--- config.mk ---
export PLATFORM = sky130hd
export DESIGN_NAME = mem_port_arbiter
export DESIGN_NICKNAME = d
export VERILOG_FILES = /design/src/rtl/mem_port_arbiter.sv
export SDC_FILE = /design/constraint.sdc
export NUM_CORES = 1
export LEC_CHECK = 0
export ABC_AREA = 0
export CAP_MARGIN = 20
export CELL_PAD_IN_SITES_DETAIL_PLACEMENT = 1
export CELL_PAD_IN_SITES_GLOBAL_PLACEMENT = 2
export CORE_UTILIZATION = 30
export CTS_BUF_LIST = sky130_fd_sc_hd__clkbuf_2
export CTS_CLUSTER_DIAMETER = 150
export DETAILED_ROUTE_END_ITERATION = 12
export GPL_TIMING_DRIVEN = 0
export PLACE_DENSITY_LB_ADDON = 0.08
export SYNTH_ARGS = -nofsm -noshare
export SYNTH_HDL_FRONTEND = slang
export SYNTH_SLANG_ARGS = --single-unit
--- constraint.sdc ---
create_clock -name clk -period 4.7 [get_ports clk]
set_input_delay 1.175 -clock clk [delete_from_list [all_inputs] [get_ports clk]]
set_output_delay 1.175 -clock clk [all_outputs]
set_load 0.02 [all_outputs]
--- src/rtl/mem_port_arbiter.sv ---
`default_nettype none
// ============================================================================
// Module   : mem_port_arbiter
// Purpose  : Shares the single-port 8-bit data RAM between the pipeline MEM
//            stage and a loader/debug port. One RAM transaction at a time,
//            waits out the RAM read latency, returns read data, stalls the
//            pipeline while a MEM-stage access is pending, and forces a
//            waiting loader ahead after MAX_WAIT consecutive CPU grants.
// Params   : RAM_LAT  (1..3)  cycles from ram_en until ram_rdata is valid
//            MAX_WAIT (1..15) CPU grants tolerated before loader preemption
// Ports    : clk, rst_n              clock, async active-low reset
//            i_cpu_read/write/addr/wdata, o_cpu_rdata, o_cpu_stall   MEM stage
//            i_ldr_req/we/addr/wdata, o_ldr_gnt/done/rdata           loader
//            o_ram_en/we/addr/wdata, i_ram_rdata                     RAM side
// Revision : 1.0 - initial release
// ============================================================================
module mem_port_arbiter #(
  parameter int RAM_LAT  = 1,
  parameter int MAX_WAIT = 4
) (
  input  logic       clk,
  input  logic       rst_n,
  input  logic       i_cpu_read,
  input  logic       i_cpu_write,
  input  logic [7:0] i_cpu_addr,
  input  logic [7:0] i_cpu_wdata,
  output logic [7:0] o_cpu_rdata,
  output logic       o_cpu_stall,
  input  logic       i_ldr_req,
  input  logic       i_ldr_we,
  input  logic [7:0] i_ldr_addr,
  input  logic [7:0] i_ldr_wdata,
  output logic       o_ldr_gnt,
  output logic       o_ldr_done,
  output logic [7:0] o_ldr_rdata,
  output logic       o_ram_en,
  output logic       o_ram_we,
  output logic [7:0] o_ram_addr,
  output logic [7:0] o_ram_wdata,
  input  logic [7:0] i_ram_rdata
);

  localparam logic [0:0] c_ST_IDLE    = 1'b0;
  localparam logic [0:0] c_ST_ACCESS  = 1'b1;
  localparam logic       c_OWN_CPU    = 1'b0;
  localparam logic       c_OWN_LDR    = 1'b1;
  localparam logic [1:0] c_CNT_INIT   = 2'(RAM_LAT);
  localparam logic [3:0] c_STARVE_MAX = 4'(MAX_WAIT);

  logic [0:0] r_state;
  logic [0:0] w_state_nxt;
  logic       r_owner;
  logic       r_acc_we;      // whole-transaction write flag (ram_we is only a pulse)
  logic [1:0] r_cnt;
  logic [3:0] r_starve;
  logic       r_cpu_done;
  logic       r_ldr_done;
  logic       r_ram_en;
  logic       r_ram_we;
  logic [7:0] r_ram_addr;
  logic [7:0] r_ram_wdata;
  logic [7:0] r_cpu_rdata;
  logic [7:0] r_ldr_rdata;

  logic w_cpu_req;
  logic w_cpu_live;
  logic w_ldr_live;
  logic w_starved;
  logic w_complete;
  logic w_gnt_cpu;
  logic w_gnt_ldr;

  assign w_cpu_req  = i_cpu_read | i_cpu_write;
  // A request whose completion pulse is showing is the one just served.
  assign w_cpu_live = w_cpu_req & ~r_cpu_done;
  assign w_ldr_live = i_ldr_req & ~r_ldr_done;
  assign w_starved  = (r_starve == c_STARVE_MAX);
  assign w_complete = (r_state == c_ST_ACCESS) && (r_cnt == 2'd1);

  // --------------------------------------------------------------------------
  // State register
  // --------------------------------------------------------------------------
  always_ff @(posedge clk or negedge rst_n) begin
    if (!rst_n) begin
      r_state <= c_ST_IDLE;
    end else begin
      r_state <= w_state_nxt;
    end
  end

  // --------------------------------------------------------------------------
  // Next-state and grant decision
  // The loader only gets in ahead of the CPU when starved, or when the MEM
  // stage has no strobe raised at all. The raw CPU strobe is used here so a
  // CPU sitting in its done cycle still holds the loader off; otherwise the
  // loader would slip in after every CPU access and starvation never counts.
  // --------------------------------------------------------------------------
  always_comb begin
    w_state_nxt = r_state;
    w_gnt_cpu   = 1'b0;
    w_gnt_ldr   = 1'b0;
    case (r_state)
      c_ST_IDLE: begin
        if (w_ldr_live && (w_starved || !w_cpu_req)) begin
          w_gnt_ldr = 1'b1;
        end else if (w_cpu_live) begin
          w_gnt_cpu = 1'b1;
        end
        if (w_gnt_ldr || w_gnt_cpu) begin
          w_state_nxt = c_ST_ACCESS;
        end
      end
      c_ST_ACCESS: begin
        if (r_cnt == 2'd1) begin
          w_state_nxt = c_ST_IDLE;
        end
      end
      default: w_state_nxt = c_ST_IDLE;
    endcase
  end

  // --------------------------------------------------------------------------
  // Output decode
  // Stall is qualified by rst_n so every output reads 0 while reset is held.
  // --------------------------------------------------------------------------
  always_comb begin
    o_cpu_stall = w_cpu_req & ~r_cpu_done & rst_n;
    o_ldr_gnt   = (r_state == c_ST_ACCESS) && (r_owner == c_OWN_LDR);
  end

  // --------------------------------------------------------------------------
  // Transaction datapath
  // --------------------------------------------------------------------------
  always_ff @(posedge clk or negedge rst_n) begin
    if (!rst_n) begin
      r_owner     <= c_OWN_CPU;
      r_acc_we    <= 1'b0;
      r_cnt       <= 2'd0;
      r_cpu_done  <= 1'b0;
      r_ldr_done  <= 1'b0;
      r_ram_en    <= 1'b0;
      r_ram_we    <= 1'b0;
      r_ram_addr  <= 8'h00;
      r_ram_wdata <= 8'h00;
      r_cpu_rdata <= 8'h00;
      r_ldr_rdata <= 8'h00;
    end else begin
      r_cpu_done <= 1'b0;
      r_ldr_done <= 1'b0;
      r_ram_en   <= 1'b0;
      r_ram_we   <= 1'b0;
      if (w_gnt_cpu) begin
        r_owner     <= c_OWN_CPU;
        r_acc_we    <= i_cpu_write;
        r_ram_en    <= 1'b1;
        r_ram_we    <= i_cpu_write;
        r_ram_addr  <= i_cpu_addr;
        r_ram_wdata <= i_cpu_wdata;
        r_cnt       <= c_CNT_INIT;
      end else if (w_gnt_ldr) begin
        r_owner     <= c_OWN_LDR;
        r_acc_we    <= i_ldr_we;
        r_ram_en    <= 1'b1;
        r_ram_we    <= i_ldr_we;
        r_ram_addr  <= i_ldr_addr;
        r_ram_wdata <= i_ldr_wdata;
        r_cnt       <= c_CNT_INIT;
      end else if (r_state == c_ST_ACCESS) begin
        r_cnt <= r_cnt - 2'd1;
        if (w_complete) begin
          if (r_owner == c_OWN_LDR) begin
            r_ldr_done <= 1'b1;
            if (!r_acc_we) begin
              r_ldr_rdata <= i_ram_rdata;
            end
          end else begin
            r_cpu_done <= 1'b1;
            if (!r_acc_we) begin
              r_cpu_rdata <= i_ram_rdata;
            end
          end
        end
      end
    end
  end

  // --------------------------------------------------------------------------
  // Loader starvation counter, saturating at MAX_WAIT
  // --------------------------------------------------------------------------
  always_ff @(posedge clk or negedge rst_n) begin
    if (!rst_n) begin
      r_starve <= 4'd0;
    end else if (!i_ldr_req || w_gnt_ldr) begin
      r_starve <= 4'd0;
    end else if (w_gnt_cpu && (r_starve < c_STARVE_MAX)) begin
      r_starve <= r_starve + 4'd1;
    end
  end

  assign o_cpu_rdata = r_cpu_rdata;
  assign o_ldr_done  = r_ldr_done;
  assign o_ldr_rdata = r_ldr_rdata;
  assign o_ram_en    = r_ram_en;
  assign o_ram_we    = r_ram_we;
  assign o_ram_addr  = r_ram_addr;
  assign o_ram_wdata = r_ram_wdata;

endmodule
`default_nettype wire

[After elaboration in Yosys (flattened, before gate mapping)]
Index checks and enable logic that the tools add are counted.
Cells by class
  add/subtract/negate cells: 2
  multiplexer cells: 37
  equal/unequal tests: 2
  reduce and logical (&&, ||, !) cells: 14
  $lt $le $gt $ge: 1
  bitwise operators: 11
Operators with widths (number)
  $mux 8: 4
  $mux 1: 27
  $reduce_and 6->1: 2
  $mux 4: 2
  $not 1->1: 7
  $mux 2: 3
  $add 4x1->4 const B: 1
  $eq 4x3->1 const B: 1
  $logic_and 1x1->1: 4
  $lt 4x3->1 const B: 1
  $reduce_bool 2->1: 2
  $and 1x1->1: 3
  $logic_or 1x1->1: 3
  $reduce_bool 3->1: 1
  $eq 2x1->1 const B: 1
  $logic_not 1->1: 2
  $pmux 1 s2: 1
  $sub 2x1->2 const B: 1
  $or 1x1->1: 1
Word-level totals
  output and inout bits: 37
  logic and storage cells: 80
  input bits: 46
  register bits after elaboration: 45

[Depth between registers and ports, before layout]
  depth in word-level cells: 10
  mapped depth: 7
  depth with buffers taken out: 6

[Worst setup path after synthesis]
Ideal clock, no wire load.
  kind: in2out
  start: in i_cpu_write
  end: out o_cpu_stall
  data arrival time: 1.677 ns
  buffers on the path: 0
  stages: 3
  required time: 3.525 ns
  slack: 1.848 ns
  cell sequence: nor2_1 nor2_1 and2_1
On the way
  word-level cells in the longest chain between the ends: 3
Ends and longest elaborated chain
  start: declaration: line 24  | input logic i_cpu_write,
  $or 1x1->1: line 73  | assign w_cpu_req = i_cpu_read | i_cpu_write;
  $and 1x1->1 (2 in a row): line 127  | o_cpu_stall = w_cpu_req & ~r_cpu_done & rst_n;
  end: declaration: line 28  | output logic o_cpu_stall,
No other way between the ends.

[Worst setup path in the final report]
Ends and elaborated chain as after synthesis.

==> results.yml <==
placement:
  io_buffers: 82
  routabilityCongestion: 0.716
  dp_hpwl_um: 3710
  placed_area_um2: 2940
finish:
  finalNetCount: 279
  drive_above_1_share_pct: 22.9
  num_antenna_cells: 0
  fin_util_pct: 47.0
  stdcell_area_um2: 3000
  area_growth_pct: 50.3
  final-seq-area_um2: 1130
  nFillCells: 679
  multiInputGateArea_um2: 827
synthesis:
  ys_ff_latch: 45
  yosys-top-cells-count: "45 x dfrtp_1, 35 x mux2_2, 13 x mux2_1"
  synth_area_per_cell_um2: 14.3
  netlist.area_leader.share_pct: 56.4
  synth-main-ff-cell: "dfrtp_1"
  synth_area_leaders: "dfrtp_1 56%, mux2_2 20%, mux2_1 7.3%"
  synth_most_common_cell: "dfrtp_1"
  synth_top_area_cell: "dfrtp_1"
  ys_warn_count: 0
  synth_edf_count: 0
  ys_seq_area_share_pct: 56.4
  async_reset_ff_share_pct: 100
  syn_area_um2: 2000
  ys_types: 30
  syn-num-nets: 189
  synthCells: 140
cts:
  postCtsSetupBuffers: 0
  cts_sinks: 45
  cts_buffer_depth: 2
  htreeDepth: 2
  cts_inserted_buffers: 5
  cts_root_buf: "clkbuf_2"
  ctsHoldBuffers: 0
  path_clk_slew_ns: 0.24
  clkLatencyLatePin_ns: 0.39
  cts_resized: 0
  cts_tree: "built"
worst_setup_path:
  crit_path_start: "i_cpu_write"
  cpPeakStageDelay_ns: 0.53
  critPathArrivalTime_ns: 2.75
  crit_fanout: 4
  crit_type: "input port to output port"
  crit_slowest_cell: "clkdlybuf4s50_1"
  worstSetupEndpointType: "output port"
  crit_family: "buffers and inverters"
  cp_cell_sequence: "clkdlybuf4s50_1 -> nor2_1 -> nor2_1 -> and2_1 -> clkdlybuf4s50_1"
  crit_required_ns: 3.52
  crit_buf_inv: 2
  crit_path_start_kind: "input port"
  r2r_start: "r_starve[0]"
power_and_ir_drop:
  p_per_area_nw_per_um2: 624
  p_clk_share_pct: 11.3
  power_frac_seq_pct: 35.7
  leakage_nw: 1.23
  power.internal_mw: 1.19
  ir_drop_mv: 0.291
  p_switching_mw: 0.684
  swShare_pct: 36.5
  combPwrFrac_pct: 53.0
timing:
  drv_slew: 0
  setup_tns_ns: 0
  finalWorstPathRequiredPeriod_ns: 3.93
  tightest_slew_ns: 0.690
  maxSlewHeadroom_pct: 53.7
  post-route-period-util_pct: 83.5
  fin_hold_ws_ns: 0.498
  rsz0062_at_grt: "no"
  hold_violations: 0
  fmax_mhz: 255
  setup_viol_count_final: 0
  clock_skew_ns: 0.0169
routing:
  viasPerCell: 4.71
  drcViolationCount: 0
  drt_pass1_iterations: 3
  num_vias: 1450
  wl_per_cell_um: 15.4
  drt_iter0_drc: 46
  drtAntennaViolNets: 0
  wl_um: 4740
floorplanning:
  core_area_um2: 6390
  dieArea_um2: 6990
  rows: 29
  ioPinCount: 83
  die_w_um: 83.6
  die_h_um: 83.6
  initial_utilization_pct: 31.3
worst_hold_path:
  hold_path.class: "flop to flop"
  hp-start: "r_cnt[0]"
global_routing:
  grt_pass1_wl_um: 8310
  antenna_found_initial: 0
  grt_start_max_net_pins: 26
  grt_pass1_vias: 1729
  grt_overflow: 0
  track_usage_pct: 14.8
job:
  cap_violations: 0
outcome:
  status: "finished clean"
==> power groups by stage <==
stage	clock, mW	combinational (mW)	sequential [mW]
2_1_floorplan	0	0.372	0.850
6_report	0.212	0.993	0.669
4_1_cts	0.223	1.01	0.673
3_3_place_gp	0	0.982	0.666
3_5_place_dp	0	1.01	0.682
5_1_grt	0.239	1.07	0.699
==> sequential cells by signal (all words and copies together) (netlist names) <==
name / flops
o_cpu_rdata: 8
o_ldr_rdata: 8
o_ram_addr: 8
o_ram_wdata: 8
r_starve: 4
r_cnt: 2
o_ldr_done: 1
o_ram_en: 1
o_ram_we: 1
r_acc_we: 1
r_cpu_done: 1
r_owner: 1
r_state: 1
==> worst paths after layout <==
check                            endpoint  cells past startpoint  slack (ns)
max                           o_cpu_stall                      5        0.77
min                              r_cnt[0]                      1        0.50
max reg2reg                o_ram_wdata[0]                      7        2.32
min reg2reg                      r_cnt[0]                      1        0.50
max in group asynchronous  o_ldr_rdata[1]                      2        3.44
min in group asynchronous        r_cnt[1]                      1        0.74
==> routing by layer <==
| metal | vias to the layer above | share of wire, % | track usage [%] |
|---|---|---|---|
| met3 | 2 | 6.3 | 4.55 |
| met2 | 49 | 52 | 25.8 |
| met4 | 0 | 0.51 | 3.70 |
| met5 | - | 0 | 0 |
| li1 | 678 | - | - |
| met1 | 721 | 41 | 17.9 |
==> final cells by class <==
class	count	share of cell area (%)
buffer	3	0.875
clock buffer	5	0.833
clock inverter	3	1.37
inverter	5	0.625
multi-input combinational	87	27.5
sequential	45	37.5
tap	77	3.21
timing repair buffer	83	28.1
==> cells by family (layout without fill, tap and decap cells) <==
kind of cell / count (synthesis) / in the layout / share of synthesized area, %
and+or+nand+nor: 21 / 21 / 5.64
muxes: 50 / 50 / 28.1
adders and majority gates: 3 / 3 / 1.88
buffers and inverters: 8 / 99 / 2.25
AOI/OAI and AO/OA: 12 / 12 / 5.39
xor gates and xnor gates: 1 / 1 / 0.438
DFF: 45 / 45 / 56.4
==> cell usage in the layout, fill, tap and decap left out, drive strengths merged, types with 2 or more instances in the layout <==
cell type / n
nor2: 8
mux2: 48
nand2: 4
and2: 2
o21ai: 2
nor3: 2
o21bai: 2
clkbuf: 6
a21oi: 3
clkdlybuf4s50: 81
dfrtp: 45
buf: 4
mux2i: 2
ha: 3
inv: 5
==> metrics by stage <==
stage | cells | setup slack [ns] | total power, mW
after floorplan | 140 | 1.85 | 1.22
after global placement | 299 | -0.527 | 1.65
after detailed placement | 300 | 0.760 | 1.69
after CTS | 308 | 0.754 | 1.91
after global routing | 308 | 0.664 | 2.00
final | 308 | 0.774 | 1.87
(Power assumes the default switching activity.)
